===== src/rtl/nibble_serial_add_ctrl_if.sv =====
// Operand/result handshake bundle for nibble_serial_add_ctrl.
// The master is the bench or producer/consumer pair; the slave is the sequencer.
interface nibble_serial_add_ctrl_if #(parameter int NIBBLES = 4);
  localparam int W = 4 * NIBBLES;

  logic         in_valid;
  logic         in_ready;
  logic [W-1:0] a;
  logic [W-1:0] b;
  logic         cin;
  logic         out_valid;
  logic         out_ready;
  logic [W-1:0] sum;
  logic         cout;

  modport master (
    output in_valid, a, b, cin, out_ready,
    input  in_ready, out_valid, sum, cout
  );

  modport slave (
    input  in_valid, a, b, cin, out_ready,
    output in_ready, out_valid, sum, cout
  );
endinterface


===== src/rtl/nibble_serial_add_ctrl.sv =====
// Adds two W-bit operands one nibble per clock through an external 4-bit CLA,
// chaining carry-out to carry-in, and returns {cout, sum} over valid/ready.
//
//   state  | meaning
//   S_IDLE | waiting for an operand set, in_ready high
//   S_RUN  | one nibble per edge through the CLA, LSB first
//   S_DONE | result held with out_valid until out_ready
module nibble_serial_add_ctrl #(
  parameter int NIBBLES = 4
) (
  input  logic                          clk,
  input  logic                          rst_n,
  nibble_serial_add_ctrl_if.slave       bus,
  output logic                          busy,
  output logic [3:0]                    add_a,
  output logic [3:0]                    add_b,
  output logic                          add_cin,
  input  logic [3:0]                    add_sum,
  input  logic                          add_cout
);
  localparam int W     = 4 * NIBBLES;
  localparam int IDX_W = (NIBBLES > 1) ? $clog2(NIBBLES) : 1;
  localparam logic [IDX_W-1:0] LAST_IDX = IDX_W'(NIBBLES - 1);

  typedef enum logic [1:0] {S_IDLE, S_RUN, S_DONE} state_t;

  state_t           r_state;
  state_t           w_state_nxt;
  logic [W-1:0]     r_a_sh;
  logic [W-1:0]     r_b_sh;
  logic [W-1:0]     r_res;
  logic [W-1:0]     r_sum;
  logic             r_carry;
  logic             r_cout;
  logic [IDX_W-1:0] r_idx;
  logic             w_accept;
  logic             w_step;
  logic             w_last;
  logic [W-1:0]     w_res_nxt;

  always_ff @(posedge clk) begin
    if (!rst_n) r_state <= S_IDLE;
    else        r_state <= w_state_nxt;
  end

  always_comb begin
    w_state_nxt   = r_state;
    bus.in_ready  = 1'b0;
    bus.out_valid = 1'b0;
    busy          = 1'b0;
    add_a         = 4'd0;
    add_b         = 4'd0;
    add_cin       = 1'b0;
    w_accept      = 1'b0;
    w_step        = 1'b0;
    case (r_state)
      S_IDLE: begin
        // in_ready is masked by rst_n so nothing looks accepted during reset
        bus.in_ready = rst_n;
        w_accept     = rst_n & bus.in_valid;
        if (w_accept) w_state_nxt = S_RUN;
      end
      S_RUN: begin
        busy    = 1'b1;
        add_a   = r_a_sh[3:0];
        add_b   = r_b_sh[3:0];
        add_cin = r_carry;
        w_step  = 1'b1;
        if (w_last) w_state_nxt = S_DONE;
      end
      S_DONE: begin
        busy          = 1'b1;
        bus.out_valid = 1'b1;
        if (bus.out_ready) w_state_nxt = S_IDLE;
      end
      default: w_state_nxt = S_IDLE;
    endcase
  end

  assign w_last = (r_idx == LAST_IDX);

  always_comb begin
    w_res_nxt                 = r_res;
    w_res_nxt[4*r_idx +: 4]   = add_sum;
  end

  // r_res is the working accumulator; r_sum only changes when a result completes,
  // so the published sum stays put through the next operation's RUN phase.
  always_ff @(posedge clk) begin
    if (!rst_n) begin
      r_a_sh  <= '0;
      r_b_sh  <= '0;
      r_res   <= '0;
      r_sum   <= '0;
      r_carry <= 1'b0;
      r_cout  <= 1'b0;
      r_idx   <= '0;
    end else if (w_accept) begin
      r_a_sh  <= bus.a;
      r_b_sh  <= bus.b;
      r_carry <= bus.cin;
      r_idx   <= '0;
      r_res   <= '0;
    end else if (w_step) begin
      r_res   <= w_res_nxt;
      r_carry <= add_cout;
      r_a_sh  <= r_a_sh >> 4;
      r_b_sh  <= r_b_sh >> 4;
      if (w_last) begin
        r_sum  <= w_res_nxt;
        r_cout <= add_cout;
      end else begin
        r_idx  <= r_idx + 1'b1;
      end
    end
  end

  assign bus.sum  = r_sum;
  assign bus.cout = r_cout;
endmodule


===== src/flat_wrapper.sv =====
// flat-port wrapper written by rule: the top's interface ports become plain ports
module nibble_serial_add_ctrl_flat 
#(
  parameter int NIBBLES = 4
)
  (clk, rst_n, busy, add_a, add_b, add_cin, add_sum, add_cout, bus_in_valid, bus_a, bus_b, bus_cin, bus_out_ready, bus_in_ready, bus_out_valid, bus_sum, bus_cout);
  nibble_serial_add_ctrl_if #(.NIBBLES(NIBBLES)) bus_i ();
  input  logic clk;
  input  logic rst_n;
  output logic busy;
  output logic [3:0] add_a;
  output logic [3:0] add_b;
  output logic add_cin;
  input  logic [3:0] add_sum;
  input  logic add_cout;
  input wire logic [$bits(bus_i.in_valid)-1:0] bus_in_valid;
  input wire logic [$bits(bus_i.a)-1:0] bus_a;
  input wire logic [$bits(bus_i.b)-1:0] bus_b;
  input wire logic [$bits(bus_i.cin)-1:0] bus_cin;
  input wire logic [$bits(bus_i.out_ready)-1:0] bus_out_ready;
  output wire logic [$bits(bus_i.in_ready)-1:0] bus_in_ready;
  output wire logic [$bits(bus_i.out_valid)-1:0] bus_out_valid;
  output wire logic [$bits(bus_i.sum)-1:0] bus_sum;
  output wire logic [$bits(bus_i.cout)-1:0] bus_cout;
  assign bus_i.in_valid = bus_in_valid;
  assign bus_i.a = bus_a;
  assign bus_i.b = bus_b;
  assign bus_i.cin = bus_cin;
  assign bus_i.out_ready = bus_out_ready;
  assign bus_in_ready = bus_i.in_ready;
  assign bus_out_valid = bus_i.out_valid;
  assign bus_sum = bus_i.sum;
  assign bus_cout = bus_i.cout;
  nibble_serial_add_ctrl #(.NIBBLES(NIBBLES)) u_core (.clk(clk), .rst_n(rst_n), .bus(bus_i), .busy(busy), .add_a(add_a), .add_b(add_b), .add_cin(add_cin), .add_sum(add_sum), .add_cout(add_cout));
endmodule

===== config.mk =====
export PLATFORM = sky130hd
export DESIGN_NAME = nibble_serial_add_ctrl_flat
export DESIGN_NICKNAME = d
export VERILOG_FILES = /design/src/rtl/nibble_serial_add_ctrl_if.sv /design/src/rtl/nibble_serial_add_ctrl.sv /design/src/flat_wrapper.sv
export SDC_FILE = /design/constraint.sdc
export NUM_CORES = 1
export LEC_CHECK = 0
export CAP_MARGIN = 40
export CORE_MARGIN = 4
export CORE_UTILIZATION = 61
export CTS_BUF_LIST = sky130_fd_sc_hd__clkbuf_4 sky130_fd_sc_hd__clkbuf_8 sky130_fd_sc_hd__clkbuf_16
export CTS_CLUSTER_SIZE = 12
export DETAILED_ROUTE_END_ITERATION = 10
export DONT_BUFFER_PORTS = 1
export GPL_TIMING_DRIVEN = 0
export PLACE_DENSITY = 0.79
export SYNTH_ARGS = -nofsm -noshare
export SYNTH_HDL_FRONTEND = slang
export SYNTH_SLANG_ARGS = --single-unit

===== constraint.sdc =====
create_clock -name clk -period 1.9 [get_ports clk]
set_input_delay 0.285 -clock clk [delete_from_list [all_inputs] [get_ports clk]]
set_output_delay 0.285 -clock clk [all_outputs]
set_load 0.02 [all_outputs]

==> impl_metrics.env <==
export IMPL_finalWorstSetupSlack_ps=140.8
export IMPL_final_cell_mix="dfxtp_1 (65), nand2_1 (40), a21oi_1 (29)"
export IMPL_cts_tree="built"
export IMPL_fin_nets=414
export IMPL_endpoint_kind="output port"
export IMPL_p_leak_nw=1.204
export IMPL_final_common_cell="dfxtp_1"
export IMPL_tightest_slew_ps=593.9
export IMPL_syn_num_nets=403
export IMPL_antenna_left=0
export IMPL_viasPerCell=6.090
export IMPL_hold_viol_final=0
export IMPL_clk_path_buf_depth=2
export IMPL_root_buffer="clkbuf_8"
export IMPL_cts_buffers_inserted=9
export IMPL_pwr_density_cell_mw_per_mm2=1275
export IMPL_slew_limit_headroom_pct=60.40
export IMPL_crit_type="reg -> out"
export IMPL_reg2reg_slack_ps=160
export IMPL_num_vias=2649
export IMPL_rr_endpoint="u_core.bus.sum[10]$_SDFFE_PN0P_"
export IMPL_fp_row_count=25
export IMPL_num_antenna_cells=0
export IMPL_netlist_area_mm2=0.003173
export IMPL_drv_cap=0
export IMPL_setup_violations_final=0
export IMPL_fmax_mhz=568.5
export IMPL_cpPeakStageDelay_ps=330
export IMPL_fillers=391
export IMPL_drt_first_pass_iters=4
export IMPL_timing_rr_start="u_core.r_idx[0]$_SDFFE_PP0P_"
export IMPL_slew_violations=0
export IMPL_fp_coreArea_mm2=0.004880
export IMPL_synth_area_leaders="dfxtp_1 (42%), mux2i_1 (8.8%), a211oi_1 (5.9%)"
export IMPL_h_tree_depth=3
export IMPL_crit_end="add_b[2]"
export IMPL_place_detailed_hpwl_um=5501
export IMPL_arrival_ps=1470
export IMPL_switching_share_pct=33.86
export IMPL_wl_per_cell_um=17.99
export IMPL_fin_crit_ps=1759
export IMPL_start_kind="flip-flop"
export IMPL_cts_num_sinks=66
export IMPL_fp_dieW_um=80.12
export IMPL_insertion_delay_ps=360
export IMPL_syn_inst=352
export IMPL_syn_to_final_growth_pct=10.73
export IMPL_ys_warnings_count=0
export IMPL_netlist_area_leader_share_pct=41.64
export IMPL_ios=71
export IMPL_ir_drop_mv=0.7742
export IMPL_rsz0062_at_grt="false"
export IMPL_hold_path_class="in -> reg"
export IMPL_routabilityCongestion=0.8758
export IMPL_cpMaxStageDelayCell="dfxtp_1"
export IMPL_ys_ff_latch=66
export IMPL_path_cells="inv_1 > ha_1 > buf_4 > and2_1"
export IMPL_finalCritPeriodShare_pct=92.59
export IMPL_start_util_pct=65.03
export IMPL_die_h_um=80.12
export IMPL_crit_required_ps=1620
export IMPL_switchingPower_mw=1.517
export IMPL_port_buffers=0
export IMPL_ys_seq_area_share_pct=41.64
export IMPL_clk_pin_slew_ps=80
export IMPL_grt_pass1_wl_um=12780
export IMPL_p_seq_share_pct=37.5
export IMPL_hold_depth=2
export IMPL_whs_ps=55.07
export IMPL_final_layout_size_suffix_gt1_share_pct=13.59
export IMPL_r2r_cells=6
export IMPL_routed_wl_um=7827
export IMPL_syn_avg_cell_area_um2=9.014
export IMPL_outcome="finished, final reports clean"
export IMPL_worstSetupStartpoint="u_core.r_state[1]$_SDFFE_PN0P_"
export IMPL_comb_power_share_pct=30.3
export IMPL_ctsHoldBuffers=0
export IMPL_grtUsageTotal_pct=25.88
export IMPL_p_int_mw=2.963
export IMPL_grt_max_degree=19
export IMPL_path_max_fanout=18
export IMPL_die_area_mm2=0.006419
export IMPL_pre_cts_ws_ps=25.31
export IMPL_clock_skew_ps=6.213
export IMPL_gr_total_overflow=0
export IMPL_yosysTopAreaCell="dfxtp_1"
export IMPL_p_clk_share_pct=32.2
export IMPL_drt_iter0_markers=143
export IMPL_tns_ps=0
export IMPL_synth_distinct_cells=38
export IMPL_drc_errors=0
export IMPL_antenna_found_initial=0
export IMPL_grt_pass1_vias=2706
-- metrics by stage --
step | utilization (%) | std cells | area (um2) | power, mW
6_report | 72.00 | 435 | 3513 | 4.480
4_1_cts | 71.64 | 434 | 3496 | 4.471
2_1_floorplan | - | 352 | 3173 | 2.763
3_5_place_dp | 66.74 | 419 | 3257 | 3.037
3_3_place_gp | 66.74 | 419 | 3257 | 3.006
5_1_grt | 72.00 | 435 | 3513 | 4.701
-- flip-flops by register name, indices dropped and copies added, names as in the netlist --
register	cells
u_core.bus.cout	1
u_core.bus.sum	16
u_core.r_a_sh	16
u_core.r_b_sh	16
u_core.r_carry	1
u_core.r_idx	2
u_core.r_res	12
u_core.r_state	2
-- kinds of logic (layout without fill, tap and decap cells) --
family	after synthesis	count (layout)	synth area share, %
AOI/OAI and AO/OA	76	76	16.64
xor gates and xnor gates	1	1	0.2761
adders and majority gates	9	9	3.549
buffers and inverters	39	55	6.585
DFF	66	66	41.64
muxes	28	28	8.833
and+or+nand+nor	133	133	22.48
-- synth_stat cells --
cell type,count
buf_4,3
o21ai_0,1
nand3_1,7
xnor2_1,1
o32ai_1,3
clkdlybuf4s25_2,2
o22ai_1,5
and3_4,1
nand3b_2,1
inv_2,1
nand2_2,1
clkbuf_1,12
nand3b_1,8
dfxtp_1,66
nor3b_1,1
ha_1,9
mux2i_1,28
nand2b_1,10
and4bb_2,2
nor3_2,1
nand4_1,17
and2_1,12
buf_2,11
or2b_1,2
a221oi_2,1
nand2_1,40
buf_6,2
clkbuf_8,1
nor3b_4,1
nor2_1,27
buf_1,1
a311oi_1,10
nor2b_1,1
a21oi_1,29
a211oi_1,25
inv_1,6
a311oi_2,2
nor2_4,1
-- power by group through the flow --
stage / combinational, mW / clock, mW / sequential (mW)
2_1_floorplan: 1.10 / 0 / 1.67
3_3_place_gp: 1.32 / 0 / 1.69
3_5_place_dp: 1.34 / 0 / 1.70
4_1_cts: 1.35 / 1.45 / 1.67
5_1_grt: 1.49 / 1.51 / 1.70
6_report: 1.36 / 1.44 / 1.68
-- layer usage --
metal,GRT usage (%),share of wire [%],vias up
li1,-,-,1287
met1,28.23,39,1242
met2,44.37,52,99
met3,9.753,7.8,21
met4,11.66,1.9,0
met5,0,0,-
-- critical path: cells and delay by family, from the launching register on --
| kind | cells | cell delay (ps) |
|---|---|---|
| fa+ha+maj | 1 | 190 |
| flops | 1 | 330 |
| buf+inv | 2 | 330 |
| simple gates | 1 | 270 |
-- how the worst min path moves through the flow --
stage               from                              to  slack [ps]
3_3_place_gp   bus_b[15]  u_core.r_b_sh[15]$_SDFFE_PN0P_         430
2_1_floorplan  bus_b[12]  u_core.r_b_sh[12]$_SDFFE_PN0P_         420
5_1_grt        bus_a[15]  u_core.r_a_sh[15]$_SDFFE_PN0P_          40
3_5_place_dp   bus_b[14]  u_core.r_b_sh[14]$_SDFFE_PN0P_         430
4_1_cts        bus_b[14]  u_core.r_b_sh[14]$_SDFFE_PN0P_          40
6_report       bus_a[15]  u_core.r_a_sh[15]$_SDFFE_PN0P_          60
-- final cells by class --
cell class,count,area (um2),area share (%)
plain buffers,31,180.2,5.128
clock buffers,9,123.9,3.526
clock inverters,7,117.6,3.348
inverters,7,26.28,0.7479
multi-input cells,247,1649,46.94
flip-flops and latches,66,1325,37.71
well taps,67,83.83,2.386
repair buffers,1,7.507,0.2137
-- timing repair --
action / in CTS / in global routing
buffers inserted: 0 / 1
pin swaps: 0 / 1
setup endpoints to repair: 12 / 10
gates resized for setup: 1 / 4
Note: power is estimated with default switching activity, not from simulation.
